<file path="config.mk">
export PLATFORM = sky130hd
export DESIGN_NAME = gpio_input_capture
export DESIGN_NICKNAME = d
export VERILOG_FILES = /design/src/rtl/gpio_input_capture.sv
export SDC_FILE = /design/constraint.sdc
export NUM_CORES = 1
export LEC_CHECK = 0
export CELL_PAD_IN_SITES_DETAIL_PLACEMENT = 1
export CELL_PAD_IN_SITES_GLOBAL_PLACEMENT = 2
export CORE_MARGIN = 3
export CORE_UTILIZATION = 25
export CTS_CLUSTER_DIAMETER = 50
export DETAILED_ROUTE_END_ITERATION = 7
export MAX_ROUTING_LAYER = met4
export PLACE_DENSITY_LB_ADDON = 0.1
export SYNTH_ARGS = -nofsm -noshare
export SYNTH_HDL_FRONTEND = slang
export SYNTH_SLANG_ARGS = --single-unit
</file>
<file path="constraint.sdc">
create_clock -name clk -period 0.9 [get_ports clk]
set_input_delay 0.27 -clock clk [delete_from_list [all_inputs] [get_ports clk]]
set_output_delay 0.27 -clock clk [all_outputs]
set_load 0.02 [all_outputs]
</file>
<file path="src/rtl/gpio_input_capture.sv">
// GPIO read-side capture: pin synchronizer, port-read snapshot and sticky edge interrupt flags.
// Optional per-pin debounce filter enabled by defining GPIO_DEBOUNCE_EN.
module gpio_input_capture #(
    parameter int unsigned WIDTH           = 8,
    parameter int unsigned SYNC_STAGES     = 2,
    parameter int unsigned DEBOUNCE_CYCLES = 4
) (
    input  logic             clk,
    input  logic             rst_n,
    input  logic [WIDTH-1:0] i_io_in,
    input  logic [WIDTH-1:0] i_port_dir,
    input  logic             i_port_rd,
    output logic [WIDTH-1:0] o_port_read_data,
    output logic             o_read_valid,
    input  logic [WIDTH-1:0] i_edge_en,
    input  logic [WIDTH-1:0] i_edge_pol,
    input  logic [WIDTH-1:0] i_irq_clr,
    output logic [WIDTH-1:0] o_irq_flags,
    output logic             o_irq
);

`ifdef GPIO_DEBOUNCE_EN
    localparam int unsigned WARM_LEN = SYNC_STAGES + DEBOUNCE_CYCLES + 1;
    localparam int unsigned DB_W     = $clog2(DEBOUNCE_CYCLES + 1);
`else
    localparam int unsigned WARM_LEN = SYNC_STAGES + 1;
`endif
    // Sized for the longer (debounced) warm-up so both builds share one counter width.
    localparam int unsigned WARM_W = $clog2(SYNC_STAGES + DEBOUNCE_CYCLES + 2);

    typedef enum logic {
        ST_WARMUP = 1'b0,
        ST_RUN    = 1'b1
    } state_t;

    state_t              r_state;
    state_t              w_state_nxt;
    logic [WARM_W-1:0]   r_warm;
    logic [WARM_W-1:0]   w_warm_nxt;
    logic [WIDTH-1:0]    r_sync [SYNC_STAGES];
    logic [WIDTH-1:0]    w_sync_q;
    logic [WIDTH-1:0]    w_level;
    logic [WIDTH-1:0]    r_prev;
    logic [WIDTH-1:0]    r_read_data;
    logic                r_read_valid;
    logic [WIDTH-1:0]    r_flags;
    logic [WIDTH-1:0]    w_rise;
    logic [WIDTH-1:0]    w_fall;
    logic [WIDTH-1:0]    w_det;
    logic                w_run;

    // Multi-flop synchronizer per pin.
    always_ff @(posedge clk or negedge rst_n) begin
        if (!rst_n) begin
            for (int unsigned s = 0; s < SYNC_STAGES; s++) begin
                r_sync[s] <= '0;
            end
        end else begin
            r_sync[0] <= i_io_in;
            for (int unsigned s = 1; s < SYNC_STAGES; s++) begin
                r_sync[s] <= r_sync[s-1];
            end
        end
    end

    assign w_sync_q = r_sync[SYNC_STAGES-1];

`ifdef GPIO_DEBOUNCE_EN
    logic [WIDTH-1:0] r_filt;
    logic [DB_W-1:0]  r_db_cnt [WIDTH];

    // Filtered level follows sync_q only after DEBOUNCE_CYCLES consecutive differing samples.
    always_ff @(posedge clk or negedge rst_n) begin
        if (!rst_n) begin
            r_filt <= '0;
            for (int unsigned i = 0; i < WIDTH; i++) begin
                r_db_cnt[i] <= '0;
            end
        end else begin
            for (int unsigned i = 0; i < WIDTH; i++) begin
                if (w_sync_q[i] != r_filt[i]) begin
                    if (r_db_cnt[i] == DB_W'(DEBOUNCE_CYCLES - 1)) begin
                        r_filt[i]   <= w_sync_q[i];
                        r_db_cnt[i] <= '0;
                    end else begin
                        r_db_cnt[i] <= r_db_cnt[i] + DB_W'(1);
                    end
                end else begin
                    r_db_cnt[i] <= '0;
                end
            end
        end
    end

    assign w_level = r_filt;
`else
    assign w_level = w_sync_q;
`endif

    // State register and warm-up counter.
    always_ff @(posedge clk or negedge rst_n) begin
        if (!rst_n) begin
            r_state <= ST_WARMUP;
            r_warm  <= '0;
        end else begin
            r_state <= w_state_nxt;
            r_warm  <= w_warm_nxt;
        end
    end

    // Leave WARMUP on the edge where the counter reaches WARM_LEN.
    always_comb begin
        w_state_nxt = r_state;
        w_warm_nxt  = r_warm;
        case (r_state)
            ST_WARMUP: begin
                w_warm_nxt = r_warm + WARM_W'(1);
                if (r_warm == WARM_W'(WARM_LEN - 1)) begin
                    w_state_nxt = ST_RUN;
                end
            end
            ST_RUN: begin
                w_state_nxt = ST_RUN;
            end
        endcase
    end

    assign w_run  = (r_state == ST_RUN);
    assign w_rise = w_level & ~r_prev;
    assign w_fall = ~w_level & r_prev;
    assign w_det  = {WIDTH{w_run}} & i_edge_en & ~i_port_dir &
                    ((i_edge_pol & w_rise) | (~i_edge_pol & w_fall));

    // Previous sample, read snapshot and sticky flags (set beats clear).
    always_ff @(posedge clk or negedge rst_n) begin
        if (!rst_n) begin
            r_prev       <= '0;
            r_read_data  <= '0;
            r_read_valid <= 1'b0;
            r_flags      <= '0;
        end else begin
            r_prev       <= w_level;
            r_read_valid <= i_port_rd;
            if (i_port_rd) begin
                r_read_data <= w_level & ~i_port_dir;
            end
            r_flags <= w_det | (r_flags & ~i_irq_clr);
        end
    end

    assign o_port_read_data = r_read_data;
    assign o_read_valid     = r_read_valid;
    assign o_irq_flags      = r_flags;
    assign o_irq            = |r_flags;

endmodule

</file>
After elaboration in Yosys (flattened, before gate mapping)
Cells that the tools add are included.
{"block": "op_classes", "addsub": 1, "eq_ne": 1, "mux": 2, "bitwise_logic": 17, "reduce_logical": 1}
{"cell": "8-bit bitwise AND", "n": 9}
{"cell": "8-bit NOT", "n": 5}
{"cell": "8-bit OR", "n": 2}
{"cell": "8-bit OR reduction", "n": 1}
{"cell": "3-bit by 1-bit adder with 3-bit output, second input constant", "n": 1}
{"cell": "3-bit by 2-bit == test with 1-bit output, second input constant", "n": 1}
{"cell": "1-bit one-hot mux with 2 select lines", "n": 1}
{"cell": "1-bit 2-to-1 mux", "n": 1}
{"cell": "1-bit NOT", "n": 1}
{"block": "word_totals", "register_bits": 45}

Logic depth before layout (Yosys ltp)
Gate-level depths: netlist of the first run.
{"block": "depth", "depth_word": 6, "ltp_mapped": 3}

Worst setup path before layout of the first run
Ideal clock, no wire load.
{"block": "synth_timing", "path_kind": "register to output", "start": "register r_flags[6], in the netlist o_irq_flags[6]", "end": "output port o_irq", "arrival_ns": 0.901, "path_slack_ns": -0.271, "path_stages_with_launch": 3, "path_buffers": 0, "cell_sequence": "dfrtp_1 -> nor4_1 -> nand2_1"}
{"block": "synth_between", "elab_chain_cells": 1}
{"item": "start, declared", "line_no": "46", "source": "logic [WIDTH-1:0] r_flags;"}
{"item": "start signal, assigned", "line_no": "147", "source": "r_flags <= w_det | (r_flags & ~i_irq_clr);"}
{"item": "8-bit OR reduction", "line_no": "154", "source": "assign o_irq = |r_flags;"}
{"item": "end, declared", "line_no": "19", "source": "output logic o_irq"}
Every way passes these cells.

Worst setup path after layout of the first run
{"block": "layout_timing", "start": "register r_flags[5], in the netlist o_irq_flags[5]", "end": "output port o_irq"}
The elaborated chain is that of the path after synthesis.

==> flow_metrics.tcl, run 1 <==
set metrics [dict create \
    status "complete, but fails checks" \
    violations "setup timing" \
    synth_warnings 0 \
    clock_latency_ns 0.29 \
    wl_um 4780 \
    instances_no_fill 316 \
    final_max_slew_viol_count 0 \
    hpwl_um 3250 \
    layout_common_cells "39 x dfrtp_1, 33 x clkdlybuf4s50_1, 31 x buf_6, 24 x buf_4, 17 x inv_1" \
    numCtsBuffers 5 \
    route.vias.total 1366 \
    synth_area_leaders "dfrtp_1 66%, o32ai_2 7.7%, and3b_1 4.1%" \
    dr.pass1.iters 3 \
    netlist_instances 132 \
    layout-drive-gt1-share_pct 43.9 \
    critical_path.top_delay_family "flip-flops" \
    ios 61 \
    ctsHtreeMaxLevel 2 \
    seq_power_share_pct 51.8 \
    slowest_delay_ns 0.43 \
    crit_buf_inv 2 \
    clock_path_buffers 2 \
    slew_headroom_pct 78.3 \
    clkTransAtPathRegs_ns 0.08 \
    cp_max_fo 2 \
    cp_slowest_cell "dfrtp_2" \
    root_buffer "clkbuf_8" \
    arrival_ns 1.35 \
    cp-start-kind "register" \
    final-hold-violation-count 0 \
    gr-total-overflow 0 \
    syn-cell-area_sq_um 1700 \
    power.density_nw_per_um2 1420 \
    die_x_um 88.4 \
    pwr-share-clk_pct 28.4 \
    combPwrFrac_pct 19.8 \
    nets 283 \
    numPlacedInstances 287 \
    synth_cell_type_count 17 \
    ant_nets 0 \
    p_int_mw 3.17 \
    drv_cap 0 \
    finalCritPeriodShare_pct 180 \
    power.leakage_nw 1.36 \
    hold_class "reg2reg" \
    cp-end-kind "output port" \
    min_period_ns 1.62 \
    syn_avg_cell_area_sq_um 12.8 \
    fin_tns_setup_ns -5.69 \
    final_area_sq_um 2980 \
    antenna_found_initial 0 \
    max_freq_mhz 617 \
    initial_core_util_pct 26.2 \
    rsz0062_at_grt "true" \
    grt_pass1_vias 1553 \
    portBuffers 60 \
    wl_per_cell_um 15.1 \
    netSwitchingPower_mw 1.08 \
    rows 29 \
    fin_util_pct 46.2 \
    vias_per_cell 4.32 \
    setup_violations 29 \
    die_area_sq_um 7810 \
    p_sw_share_pct 25.3 \
    grt_pass1_wl_um 7660 \
    gp_congestion 0.720 \
    ir_worst_vdd_uv 748 \
    placed_cell_area_sq_um 2550 \
    area_delta_synth_final_pct 75.9 \
    grt.total_usage_pct 13.4 \
    power.total_mw 4.25 \
    core_area_sq_um 6460 \
    fin_skew_ns 0.00434 \
    yosysTopAreaCell "dfrtp_1" \
    tightest_slew_ns 0.322 \
    crit_chain "nor4_4, buf_4, nand2_2, buf_6" \
    final_common_cell "dfrtp_1" \
    synth.ff_latch_count 45 \
    synth_top_cell_area_share_pct 66.4 \
    crit_required_ns 0.63 \
    diodes 0 \
    critPathKind "reg2out" \
    nFillCells 694 \
    clkSinkCount 45 \
    setup_ws_ns -0.721 \
    synth_seq_area_share_pct 66.4 \
    drcViolationCount 0 \
    grt_max_degree 46 \
    cts_tree "built" \
    synth_fp_nets 177 \
    first_iter_violations 34 \
    die_y_um 88.4 \
]
==> flip-flops by register name, indices dropped and copies added, names as in the netlist <==
register,cells
o_irq_flags,8
o_port_read_data,8
r_prev,8
r_sync,8
w_level,8
r_warm,3
o_read_valid,1
r_state,1
==> layer usage <==
metal  part of all wire, %  routed length [um]  track usage (%)  up-vias
li1                      -                   -                -      652
met1                    41                1960             15.4      677
met2                    54                2580             23.2       31
met3                   3.7                 175             3.17        6
met4                   1.3                  61             4.12        0
met5                     0                   0                -        -
==> worst register-to-register path, cell delays in order, from the launching register on <==
cell     delay (ns)
dfrtp_2        0.45
ha_2           0.18
and2b_1        0.16
xnor2_1        0.12
==> final cells by class <==
cell class                      instances  area (sq um)  area share (%)
Clock buffer                            6          72.6            2.43
Clock inverter                          2          10.0           0.336
Inverter                               18          67.6            2.27
Multi-Input combinational cell         67           586            19.6
Sequential cell                        45          1130            38.0
Tap cell                               77          96.3            3.23
Timing Repair Buffer                  101          1020            34.1
==> worst paths after layout <==
kind | from | endpoint | slack, ns | cells past startpoint
setup reg to reg | r_warm[1] | r_warm[2] | -0.12 | 3
min in group asynchronous | rst_n | o_port_read_data[3] | 0.48 | 3
hold / removal | r_sync[12] | w_level[4] | 0.35 | 0
setup / recovery | o_irq_flags[5] | o_irq | -0.72 | 4
hold reg to reg | r_sync[12] | w_level[4] | 0.35 | 0
max in group asynchronous | rst_n | o_irq_flags[1] | 0.19 | 3
==> cell families (layout without fill, tap and decap cells) <==
group                      Yosys count  after routing  share of synthesized area, %
DFF                                 45             45                          66.4
and+or+nand+nor                     37             37                          12.8
AOI/OAI and AO/OA                   26             26                          13.1
buffers and inverters               20            127                          5.09
adders and majority gates            2              2                          1.48
xor gates and xnor gates             2              2                          1.03
==> power groups by stage <==
stage               clock network, mW  registers, mW  logic, mW
CTS                              1.26           2.19      0.827
global placement                    0           2.22      0.698
detailed placement                  0           2.23      0.710
floorplan                           0           2.29      0.151
global route                     1.35           2.21      0.910
finish                           1.21           2.20      0.840
==> timing repair <==
item                                   in CTS  in global routing
pin swaps                                  15                  6
setup endpoints to repair                  30                 31
resized for setup                         142                 21
endpoints found under the hold margin      45                  0
buffers inserted                           14                  9
hold buffers                                1                  0
cloned                                      1                  0
==> per-stage QoR <==
stage | hold WS [ns] | worst slack, ns
finish | 0.352 | -0.721
global route | 0.356 | -0.777
CTS | 0.355 | -0.699
detailed placement | 0.270 | -0.800
global placement | 0.267 | -0.790
floorplan | -0.0256 | -0.252
==> synth_stat cells <==
master    instances
a21o_1            1
a21oi_1           8
and2b_1           1
and3b_1           8
buf_4             1
buf_6             1
dfrtp_1          45
ha_1              2
inv_1            18
nand2_1          10
nand3b_1          8
nor2_1            8
nor4_1            2
o21ai_0           7
o21ai_1           2
o32ai_2           8
xnor2_1           2
(Power assumes the default switching activity.)
==> run 2: changes to the inputs <==
- CORE_ASPECT_RATIO: default -> 0.9
==> flow_metrics.tcl, run 2 (synthesis results as in run 1) <==
set metrics [dict create \
    dp_slack_ns -0.932 \
    hold-worst-slack_ns 0.353 \
    setup_ws_ns -0.638 \
    clkTransAtPathRegs_ns 0.08 \
    final_area_sq_um 2910 \
    nets 277 \
    p_int_mw 3.15 \
    wl_um 4830 \
    rsz0062_at_grt "true" \
    fin_skew_ns 0.00891 \
    drv_cap 0 \
    ant_nets 0 \
    cp_max_fo 2 \
    gp_congestion 0.736 \
    power.total_mw 4.21 \
    final_common_cell "dfrtp_1" \
    root_buffer "clkbuf_8" \
    cts_tree "built" \
    setup_violations 28 \
    numCtsBuffers 5 \
    layout_common_cells "40 x dfrtp_1, 35 x clkdlybuf4s50_1, 28 x buf_6, 20 x buf_4, 18 x inv_1" \
    die_y_um 84.1 \
    diodes 0 \
    min_period_ns 1.54 \
    tightest_slew_ns 0.252 \
    max_freq_mhz 650 \
    combPwrFrac_pct 19.2 \
    hpwl_um 3290 \
    ctsHtreeMaxLevel 2 \
    die_area_sq_um 7810 \
    finalCritPeriodShare_pct 171 \
    core_area_sq_um 6350 \
    power.leakage_nw 1.34 \
    dr.pass1.iters 3 \
    crit_required_ns 0.63 \
    grt_pass1_vias 1514 \
    vias_per_cell 4.22 \
    grt.total_usage_pct 13.3 \
    initial_core_util_pct 26.7 \
    grt_pass1_wl_um 7780 \
    clock_path_buffers 2 \
    status "complete, but fails checks" \
    layout-drive-gt1-share_pct 37.8 \
    final_max_slew_viol_count 0 \
    slew_headroom_pct 83.2 \
    cp-start-kind "register" \
    wl_per_cell_um 15.1 \
    route.vias.total 1349 \
    netSwitchingPower_mw 1.06 \
    antenna_found_initial 0 \
    drcViolationCount 0 \
    ir_worst_vdd_uv 787 \
    cp-end-kind "output port" \
    fin_util_pct 45.9 \
    rows 27 \
    clock_latency_ns 0.30 \
    pwr-share-clk_pct 28.6 \
    clkSinkCount 45 \
    portBuffers 60 \
    placed_cell_area_sq_um 2550 \
    first_iter_violations 17 \
    seq_power_share_pct 52.2 \
    area_delta_synth_final_pct 71.8 \
    gr-total-overflow 0 \
    ios 61 \
    final-hold-violation-count 0 \
    violations "setup timing" \
    critPathKind "reg2out" \
    rrSetupSlack_ns -0.11 \
    die_x_um 92.8 \
    p_sw_share_pct 25.2 \
    grt_max_degree 46 \
    arrival_ns 1.27 \
    power.density_nw_per_um2 1450 \
    hold_class "reg2reg" \
]
==> run 2: metrics by stage <==
step           setup TNS [ns]  cells
4_1_cts                 -6.13    311
6_report                -5.77    320
5_1_grt                 -7.18    320
3_5_place_dp           -12.94    295
2_1_floorplan          -0.291    132
3_3_place_gp           -12.47    295
==> run 2: critical path, stage by stage, from the launching register on <==
cell,delay [ns]
dfrtp_1,0.41
nor4_4,0.30
nand2_1,0.09
buf_2,0.17
==> run 2: final cells by class <==
| cell class | instances | area (sq um) |
|---|---|---|
| Inverter | 18 | 67.6 |
| Timing Repair Buffer | 95 | 968 |
| Fill cell | 713 | 3440 |
| Clock buffer | 6 | 72.6 |
| Clock inverter | 2 | 10.0 |
| Tap cell | 87 | 109 |
| Multi-Input combinational cell | 67 | 553 |
| Sequential cell | 45 | 1130 |
==> run 2: repair_timing <==
item,4_1_cts,5_1_grt
setup endpoints to repair,31,30
buffers inserted,7,10
hold buffers,1,0
resized for setup,132,11
hold endpoints to repair,45,0
gates cloned,1,0
pin swaps,11,3
==> run 2: path summary, 6_finish.rpt <==
path | from | to | cells after the start
worst max register to register | r_warm[1] | r_warm[2] | 3
worst min register to register | r_sync[8] | w_level[0] | 0
worst max-delay path | o_irq_flags[3] | o_irq | 3
min in group asynchronous | rst_n | o_port_read_data[3] | 3
max in group asynchronous | rst_n | r_state | 3
worst min-delay path | r_sync[8] | w_level[0] | 0
==> run 2: power groups by stage <==
stage	combinational [mW]	sequential, mW	clock (mW)
finish	0.806	2.20	1.20
global route	0.874	2.22	1.36
CTS	0.786	2.20	1.26
detailed placement	0.709	2.23	0
global placement	0.698	2.22	0
floorplan	0.151	2.29	0
==> run 2: routing by layer <==
layer | vias up | GRT usage (%) | share of wire, %
met5 | - | - | 0
met3 | 5 | 3.34 | 4.1
li1 | 642 | - | -
met2 | 30 | 21.8 | 53
met4 | 0 | 4.39 | 1.1
met1 | 672 | 15.9 | 42
==> run 3: changes to the inputs <==
- CORE_UTILIZATION: 25 -> 30
- clock period: 0.9 -> 1.8 ns (I/O delays scaled with it)
==> flow_metrics.tcl, run 3 (synthesis results as in run 1) <==
set metrics [dict create \
    final_max_slew_viol_count 0 \
    ant_nets 0 \
    power.leakage_nw 1.20 \
    netSwitchingPower_mw 0.481 \
    r2r_start "r_state" \
    reg2regPathDepth 2 \
    initial_core_util_pct 31.7 \
    power.total_mw 2.02 \
    cts_tree "built" \
    placed_cell_area_sq_um 2420 \
    clkSinkCount 45 \
    portBuffers 60 \
    arrival_ns 1.24 \
    antenna_found_initial 0 \
    grt.met2_usage_pct 22.3 \
    hold-worst-slack_ns 0.179 \
    cp_max_fo 2 \
    root_buffer "clkbuf_8" \
    grt_max_degree 20 \
    drcViolationCount 0 \
    rsz0062_at_grt "true" \
    grt.total_usage_pct 14.2 \
    first_iter_violations 36 \
    clkTransAtPathRegs_ns 0.08 \
    crit_required_ns 1.26 \
    die_y_um 77.3 \
    numPlacedInstances 266 \
    gr-total-overflow 0 \
    grt_pass1_vias 1422 \
    rrSetupSlack_ns 0.62 \
    cp-start-kind "register" \
    layout-drive-gt1-share_pct 13.5 \
    hold_class "in2async" \
    hpwl_um 3230 \
    cp_slowest_cell "dfrtp_1" \
    holdBufCountCts 0 \
    instances_no_fill 274 \
    grtUsageMet3_pct 3.76 \
    critPathKind "reg2out" \
    seq_power_share_pct 54.3 \
    ir_worst_vdd_uv 382 \
    vias_per_cell 4.55 \
    pwr-share-clk_pct 30.5 \
    critical_path.top_delay_family "simple AND/OR/NAND/NOR gates" \
    tightest_slew_ns 0.542 \
    final_area_sq_um 2510 \
    diodes 0 \
    min_period_ns 1.78 \
    r2r-end "r_warm[2]" \
    power.density_nw_per_um2 804 \
    finalCritPeriodShare_pct 99.0 \
    die_area_sq_um 6590 \
    rows 25 \
    dr.pass1.iters 4 \
    combPwrFrac_pct 15.2 \
    crit_chain "nor4_2, nand2_1, buf_2" \
    drv_cap 0 \
    p_int_mw 1.53 \
    p_sw_share_pct 23.9 \
    nets 252 \
    ctsHtreeMaxLevel 2 \
    fin_util_pct 46.9 \
    slowest_delay_ns 0.39 \
    wl_per_cell_um 15.3 \
    core_area_sq_um 5350 \
    clock_path_buffers 2 \
    grt_pass1_wl_um 7070 \
    crit_buf_inv 1 \
    final_common_cell "dfrtp_1" \
    status "finished, final reports clean" \
    layout_common_cells "45 x dfrtp_1, 42 x clkdlybuf4s50_1, 18 x inv_1, 12 x dlygate4sd2_1" \
    area_delta_synth_final_pct 47.8 \
    ios 61 \
    cp-end-kind "output port" \
    final-hold-violation-count 0 \
    die_x_um 85.2 \
    clock_latency_ns 0.28 \
    gp_congestion 0.789 \
    grtUsageMet1_pct 17.2 \
    max_freq_mhz 561 \
    slew_headroom_pct 63.8 \
    wl_um 4200 \
    route.vias.total 1247 \
    numCtsBuffers 5 \
    fin_skew_ns 0.00110 \
    busiest_layer "met2" \
    setup_violations 0 \
]
## run 3: metal layers
| metal | share of wire, % | vias to the layer above |
|---|---|---|
| li1 | - | 593 |
| met4 | 2.3 | 0 |
| met2 | 51 | 36 |
| met3 | 5.7 | 9 |
| met1 | 41 | 609 |
| met5 | 0 | - |
## run 3: repair_timing
action | in CTS | in global routing
setup endpoints to repair | 14 | 4
pin swaps | 1 | 1
resized for setup | 18 | 5
buffers inserted | 0 | 1
## run 3: per-stage QoR
stage | setup slack, ns | TNS (ns)
3_5_place_dp | -0.145 | -0.145
5_1_grt | -0.0796 | -0.0796
6_report | 0.0185 | 0
4_1_cts | -0.0255 | -0.0255
3_3_place_gp | -0.127 | -0.127
2_1_floorplan | 0.359 | 0
## run 3: power groups by stage
stage          Combinational, mW  Sequential [mW]  Clock [mW]
2_1_floorplan             0.0753             1.14           0
3_3_place_gp               0.324             1.11           0
3_5_place_dp               0.330             1.11           0
4_1_cts                    0.314             1.09       0.655
5_1_grt                    0.337             1.10       0.703
6_report                   0.307             1.09       0.615
## run 3: final cells by class
type | instances | area, sq um
fill | 585 | 2840
timing repair buffer | 70 | 653
sequential | 45 | 1130
inverter | 18 | 67.6
tap | 67 | 83.8
multi-input combinational | 67 | 489
clock buffer | 7 | 86.3
## run 3: worst register-to-register path, delay by kind of cell (launching register included)
| kind | cells | cell delay, ns |
|---|---|---|
| xor gates and xnor gates | 1 | 0.12 |
| DFF | 1 | 0.69 |
| and+or+nand+nor | 1 | 0.26 |
## run 3: how the worst max path moves through the flow
stage	startpoint	end	slack, ns	cells after the start
global route	o_irq_flags[7]	o_irq	-0.08	3
CTS	o_irq_flags[1]	o_irq	-0.03	3
detailed placement	o_irq_flags[1]	o_irq	-0.14	3
global placement	o_irq_flags[1]	o_irq	-0.13	3
finish	o_irq_flags[7]	o_irq	0.02	3
floorplan	o_irq_flags[6]	o_irq	0.36	2
